===== src/rtl/dvp_pkg.sv =====
// Shared constants for the DVP RGB565 to gray-scale converter.
// The luma weights approximate BT.601 (0.299, 0.587, 0.114) scaled by 256.
package dvp_pkg;

  localparam logic [15:0] GS_COEF_R      = 16'd77;
  localparam logic [15:0] GS_COEF_G      = 16'd150;
  localparam logic [15:0] GS_COEF_B      = 16'd29;
  localparam int unsigned GS_SHIFT       = 8;
  localparam logic [15:0] GS_ROUND_CONST = 16'd128;

  // Worst case 255 * coefficient stays below 2^16, so a 16-bit product is exact.
  function automatic logic [15:0] gs_weight(input logic [7:0] chan, input logic [15:0] coef);
    return 16'(chan) * coef;
  endfunction

endpackage


===== src/rtl/rgb565_expand.sv =====
// Widens RGB565 channels to 8 bits by replicating the channel MSBs into the LSBs,
// so full-scale inputs map exactly to 255.
module rgb565_expand (
  input  logic [15:0] rgb565_i,
  output logic [7:0]  r8_o,
  output logic [7:0]  g8_o,
  output logic [7:0]  b8_o
);

  assign r8_o = {rgb565_i[15:11], rgb565_i[15:13]};
  assign g8_o = {rgb565_i[10:5],  rgb565_i[10:9]};
  assign b8_o = {rgb565_i[4:0],   rgb565_i[4:2]};

endmodule


===== src/rtl/dvp_gray_scale.sv =====
// Two-stage RGB565 to gray-scale pipeline: weighted products, then sum and shift.
// Define GS_ROUND_EN to round to nearest instead of truncating.
module dvp_gray_scale
  import dvp_pkg::*;
#(
  parameter int RGB_PXL_W = 16,
  parameter int GS_PXL_W  = 8
) (
  input  logic                 clk,
  input  logic                 rst_n,
  input  logic [RGB_PXL_W-1:0] rgb_pxl_i,
  input  logic                 rgb_pxl_vld_i,
  output logic                 rgb_pxl_rdy_o,
  output logic [GS_PXL_W-1:0]  gs_pxl_o,
  output logic                 gs_pxl_vld_o,
  input  logic                 gs_pxl_rdy_i
);

  logic [7:0] r8, g8, b8;

  rgb565_expand u_expand (
    .rgb565_i (rgb_pxl_i),
    .r8_o     (r8),
    .g8_o     (g8),
    .b8_o     (b8)
  );

  logic                s1_vld_q, s1_vld_d;
  logic [15:0]         prod_r_q, prod_r_d;
  logic [15:0]         prod_g_q, prod_g_d;
  logic [15:0]         prod_b_q, prod_b_d;
  logic                s2_vld_q, s2_vld_d;
  logic [GS_PXL_W-1:0] gs_q, gs_d;
  logic [15:0]         sum;
  logic                s1_en, s2_en;

  // A stage loads when it is empty or its current contents leave this cycle.
  assign s2_en         = ~s2_vld_q | gs_pxl_rdy_i;
  assign s1_en         = ~s1_vld_q | s2_en;
  assign rgb_pxl_rdy_o = s1_en;
  assign gs_pxl_o      = gs_q;
  assign gs_pxl_vld_o  = s2_vld_q;

  always_comb begin
    s1_vld_d = s1_vld_q;
    prod_r_d = prod_r_q;
    prod_g_d = prod_g_q;
    prod_b_d = prod_b_q;
    if (s1_en) begin
      s1_vld_d = rgb_pxl_vld_i;
      if (rgb_pxl_vld_i) begin
        prod_r_d = gs_weight(r8, GS_COEF_R);
        prod_g_d = gs_weight(g8, GS_COEF_G);
        prod_b_d = gs_weight(b8, GS_COEF_B);
      end
    end
  end

  // The weights sum to 256, so even with the rounding term the total peaks at 65408.
  always_comb begin
`ifdef GS_ROUND_EN
    sum = prod_r_q + prod_g_q + prod_b_q + GS_ROUND_CONST;
`else
    sum = prod_r_q + prod_g_q + prod_b_q;
`endif
    s2_vld_d = s2_vld_q;
    gs_d     = gs_q;
    if (s2_en) begin
      s2_vld_d = s1_vld_q;
      if (s1_vld_q) begin
        gs_d = GS_PXL_W'(sum >> GS_SHIFT);
      end
    end
  end

  always_ff @(posedge clk) begin
    if (!rst_n) begin
      s1_vld_q <= 1'b0;
      prod_r_q <= '0;
      prod_g_q <= '0;
      prod_b_q <= '0;
      s2_vld_q <= 1'b0;
      gs_q     <= '0;
    end else begin
      s1_vld_q <= s1_vld_d;
      prod_r_q <= prod_r_d;
      prod_g_q <= prod_g_d;
      prod_b_q <= prod_b_d;
      s2_vld_q <= s2_vld_d;
      gs_q     <= gs_d;
    end
  end

endmodule


===== config.mk =====
export PLATFORM = sky130hd
export DESIGN_NAME = dvp_gray_scale
export DESIGN_NICKNAME = d
export VERILOG_FILES = /design/src/rtl/dvp_pkg.sv /design/src/rtl/rgb565_expand.sv /design/src/rtl/dvp_gray_scale.sv
export SDC_FILE = /design/constraint.sdc
export NUM_CORES = 1
export LEC_CHECK = 0
export CORE_MARGIN = 2
export CORE_UTILIZATION = 62
export DETAILED_ROUTE_END_ITERATION = 10
export PLACE_DENSITY_LB_ADDON = 0.2
export SETUP_SLACK_MARGIN = 0.1
export SLEW_MARGIN = 20
export SYNTH_ARGS = -nofsm -noshare
export SYNTH_HDL_FRONTEND = slang
export SYNTH_HIERARCHICAL = 1
export SYNTH_SLANG_ARGS = --single-unit

===== constraint.sdc =====
create_clock -name clk -period 4.8 [get_ports clk]
set_input_delay 0.96 -clock clk [delete_from_list [all_inputs] [get_ports clk]]
set_output_delay 0.96 -clock clk [all_outputs]
set_load 0.1 [all_outputs]

# Word-level counts from Yosys, hierarchy flattened

Index checks and enable logic that the tools add are counted.

$add $sub $neg: 2
Bitwise operators: 4
$mul: 3
Reduce and logical (&&, ||, !) cells: 2

Operators with widths:

| kind                   | count |
|---|---|
| $mul A8 B7 Y15 const B | 2 |
| $add A15 B16 Y16       | 1 |
| $add A16 B13 Y16       | 1 |
| $mul A8 B5 Y13 const B | 1 |
| $reduce_and A2 Y1      | 2 |
| $not A1 Y1             | 2 |
| $or A1 B1 Y1           | 2 |

Bits in registers: 53
Input port bits: 20

# Logic depth before layout (Yosys ltp)

Depth after elaboration: 4
Mapped depth: 15
Gate-level depth less buffers: 14

# By module

The synthesis kept the hierarchy.

Modules (own cells, without submodules):

| module         | times used | cells each | seq. area each (µm²) | area each (µm²) |
|---|---|---|---|---|
| dvp_gray_scale | 1          | 625        | 1061.0               | 5525.3 |
| rgb565_expand  | 1          | 24         | 0.0                  | 180.2 |

# Worst setup path before layout

OpenSTA, ideal clock, no wires.

Path kind: in2reg
From: input rgb_pxl_i[12]
To: register prod_r_q[13]
Arrival time: 3.901 ns
Cell stages on the path: 14
Data required time: 4.669 ns
Setup slack: 0.769 ns
Cell sequence: buf_4 -> ha_1 -> ha_1 -> inv_1 -> fa_1 -> fa_1 -> inv_1 -> ha_1 -> a21oi_1 -> o21ai_0 -> a21oi_1 -> o221ai_1 -> mux2i_1 -> nor3_1

Longest elaborated chain between the ends: 1

Ends and longest elaborated chain:

| element              | line                 | RTL |
|---|---|---|
| start, declared      | dvp_gray_scale.sv:11 | `input logic [RGB_PXL_W-1:0] rgb_pxl_i,` |
| $mul A8 B7 Y15       | dvp_pkg.sv:13        | `return 16'(chan) * coef;` |
| end signal, assigned | dvp_gray_scale.sv:86 | `prod_r_q <= prod_r_d;` |
| end, declared        | dvp_gray_scale.sv:29 | `logic [15:0] prod_r_q, prod_r_d;` |

Every way passes these cells.
A chain may end at the register's enable or synchronous reset.

# Worst setup path in the final report

From: input rgb_pxl_i[7]
To: register prod_g_q[15]

Longest elaborated chain between the ends: 1

Ends and longest elaborated chain:

| element              | line                 | RTL |
|---|---|---|
| $mul A8 B7 Y15       | dvp_pkg.sv:13        |  |
| end signal, assigned | dvp_gray_scale.sv:87 | `prod_g_q <= prod_g_d;` |
| end, declared        | dvp_gray_scale.sv:30 | `logic [15:0] prod_g_q, prod_g_d;` |

Every way passes these cells.

==> run_results.csv <==
group,metric,value,unit
setup_path,critPathKind,"in2reg",
clock_tree,h-tree-depth,2,
sta,rsz0062_at_grt,"false",
sta,finalMaxSlewViolations,0,
sta,finalCritPeriodShare,90.3,%
final_layout,final_nets,823,
setup_path,r2r-start,"prod_r_q[3]",
final_layout,area_delta_synth_final,5.72,%
global_route,grt_remaining_overflow,0,
sta,setup_violations,0,
sta,fmax,231,MHz
sta,max-slew-margin-rel,34.6,%
placed_design,dpl.hpwl,9200,um
final_layout,diodes,0,
worst_hold_path,hp-class,"reg2reg",
synthesis,yosys-top-cells-area,"ha_1 25%, dfxtp_1 19%, fa_1 13%",
global_route,grt_pass1_wl,18700,um
worst_hold_path,hold_path_startpoint,"prod_b_q[0]",
sta,fin_crit,4.33,ns
pwr,clock_power_share,11.6,%
setup_path,worst_ep_arrival_time,4.54,ns
flow_run,maxCapViolations,0,
routing,vias,4365,
pwr,peakVddDrop,162,uV
clock_tree,postCtsHoldBufs,0,
setup_path,critPathLaunch,"rgb_pxl_i[7]",
synthesis,synth_ff_type,"dfxtp_1",
routing,drtIter0Drc,145,
routing,viasPerCell,5.71,
synthesis,yosysTopAreaCellShare,24.8,%
setup_path,cp_slowest_cell,"fa_1",
clock_tree,cts.sinks,53,
pwr,p_leak,2.93,nW
placed_design,dpl_cell_area,0.00595,sq mm
clock_tree,tritoncts,"built",
global_route,met2_usage,40.8,%
routing,avgRoutedWirePerCell,14.6,um
synthesis,yosysSeqAreaShare,18.6,%
synthesis,yosysTopAreaCell,"ha_1",
pwr,power,2.17,mW
clock_tree,cts_root_buf,"clkbuf_8",
clock_tree,post_cts.repair.setup_buffers,0,
routing,routed_wl,11100,um
setup_path,start_kind,"primary input",
routing,drtPass1Iterations,4,
setup_path,crit_chain,"clkdlybuf4s50_1 > ha_1 > ha_1 > inv_1 > fa_1 > fa_1 > inv_1 > ha_1 > a2111oi_0 > o21ai_1 > a41oi_1 > nand2b_1 > a211oi_1",
pwr,power_switching,0.998,mW
setup_path,cpMostUsedCell,"ha_1",
synthesis,syn_inst,649,
floorplanning,core_area,0.00906,sq mm
setup_path,cp.required,5.01,ns
clock_tree,cts_resized,0,
clock_tree,cts_inserted_buffers,5,
clock_tree,ctsLongestPathBuffers,2,
global_route,gr-usage-met1,30.2,%
sta,worst_clock_skew,0.0192,ns
setup_path,critPathTopFamily,"adder cells",
synthesis,synth_warnings,6,
pwr,p_seq_share,26.9,%
pwr,p_int,1.17,mW
global_route,busiest_layer,"met2",
pwr,switching_share,46.0,%
status,status,"finished clean",
synthesis,syn_area_per_cell,8.79,sq um
global_route,grt_max_degree,30,
final_layout,final_common_cell,"ha_1",
floorplanning,ioPinCount,30,
synthesis,synth_area,0.00571,sq mm
setup_path,end_kind,"register",
synthesis,synth_cell_type_count,52,
global_route,antenna_found_initial,0,
setup_path,cpPeakStageDelay,0.52,ns
setup_path,cp_max_fo,4,
floorplanning,row_count,35,
routing,drc,0,
floorplanning,die_w,99.9,um
global_route,grtUsageMet3,2.30,%
pwr,comb_power_share,61.6,%
setup_path,crit_buf_inv,3,
clock_tree,path_clk_slew,0.10,ns
pwr,power_density,360,mW/mm^2
sta,worst_pin_slew,0.977,ns
floorplanning,die_h,99.9,um
global_route,grt_pass1_vias,4231,
floorplanning,dieArea,0.00999,sq mm
sta,hold_viol_final,0,
floorplanning,start_util,62.9,%
final_layout,layout_common_cells,"113 x ha_1, 72 x inv_1, 60 x nand2_1, 58 x a21oi_1, 53 x dfxtp_1",
synthesis,ys_async_sr_fraction,0,%
clock_tree,clock_latency,0.31,ns
synthesis,synth_nets,820,
final_layout,design_area,0.00603,sq mm
placed_design,gp_congestion,0.871,
global_route,globalRouteTotalUtil,22.8,%
synthesis,synth_seq_cells,53,
routing,drtAntennaViolNets,0,
placed_design,port_buffers,29,
synthesis,synth_edf_count,0,
final_layout,drive_above_1_share,4.29,%
sta,setup_tns,0,ns
## metrics by stage
step	hold WS (ns)	instances	utilization, %	worst slack [ns]
6_report	0.461	764	66.5	0.467
5_1_grt	0.488	764	66.5	0.240
4_1_cts	0.463	764	66.5	0.501
3_5_place_dp	0.451	756	65.6	0.173
3_3_place_gp	0.444	756	65.6	0.264
2_1_floorplan	0.432	649	-	0.769
## power by group through the flow
stage | Clock (mW) | Sequential, mW | Combinational [mW]
2_1_floorplan | 0 | 0.673 | 0.976
3_3_place_gp | 0 | 0.592 | 1.28
3_5_place_dp | 0 | 0.594 | 1.32
4_1_cts | 0.256 | 0.584 | 1.33
5_1_grt | 0.273 | 0.594 | 1.50
6_report | 0.251 | 0.583 | 1.34
## cells by family after synthesis
group                    synth area share (%)
flip-flops                               18.6
XOR/XNOR                                 3.22
AO/OA/AOI/OAI                            15.6
multiplexers                            0.526
buffers and inverters                    9.54
adder cells (fa/ha/maj)                  38.1
AND/OR/NAND/NOR                          14.4
## layout make-up
| type | count | area, sq um |
|---|---|---|
| tap | 111 | 139 |
| inverter | 72 | 270 |
| multi-input combinational | 479 | 4100 |
| sequential | 53 | 1060 |
| clock buffer | 7 | 76.3 |
| clock inverter | 1 | 7.51 |
| fill | 740 | 3030 |
| timing repair buffer | 41 | 378 |
## registers in the layout, summed over array words and instances (netlist names)
| register | cells |
|---|---|
| prod_g_q | 15 |
| prod_r_q | 15 |
| prod_b_q | 13 |
| gs_pxl_o | 8 |
| gs_pxl_vld_o | 1 |
| s1_vld_q | 1 |
## worst reg2reg max path, cell delays in order (launching register included)
cell      delay, ns
dfxtp_1        0.34
inv_1          0.06
fa_1           0.53
inv_1          0.04
ha_1           0.19
or3_4          0.37
o221ai_4       0.24
a21oi_1        0.17
or3_1          0.33
nand3_1        0.10
a21oi_1        0.07
## routing by layer
metal  share of wire, %  up-vias
met4               0.62        0
met2                 50       43
li1                   -     2237
met1                 48     2079
met3                2.1        6
met5                  0        -
## Yosys cell counts, types with 8 or more instances
master    instances
ha_1            113
inv_1            72
nand2_1          60
a21oi_1          58
dfxtp_1          53
fa_1             38
nand3_1          28
buf_4            25
nor2_1           21
o21ai_0          21
nor3_1           12
xnor2_1          12
a21o_1           10
buf_2             9
clkbuf_1          9
xor2_1            9
a211oi_1          8
o211ai_1          8
## path summary, 6_finish.rpt
kind	cells after the start	end	slack (ns)
worst max register to register	10	gs_pxl_o[0]	2.22
worst min-delay path	2	prod_b_q[0]	0.46
worst min register to register	2	prod_b_q[0]	0.46
worst max-delay path	13	prod_g_q[15]	0.47
Note: power is estimated with default switching activity, not from simulation.
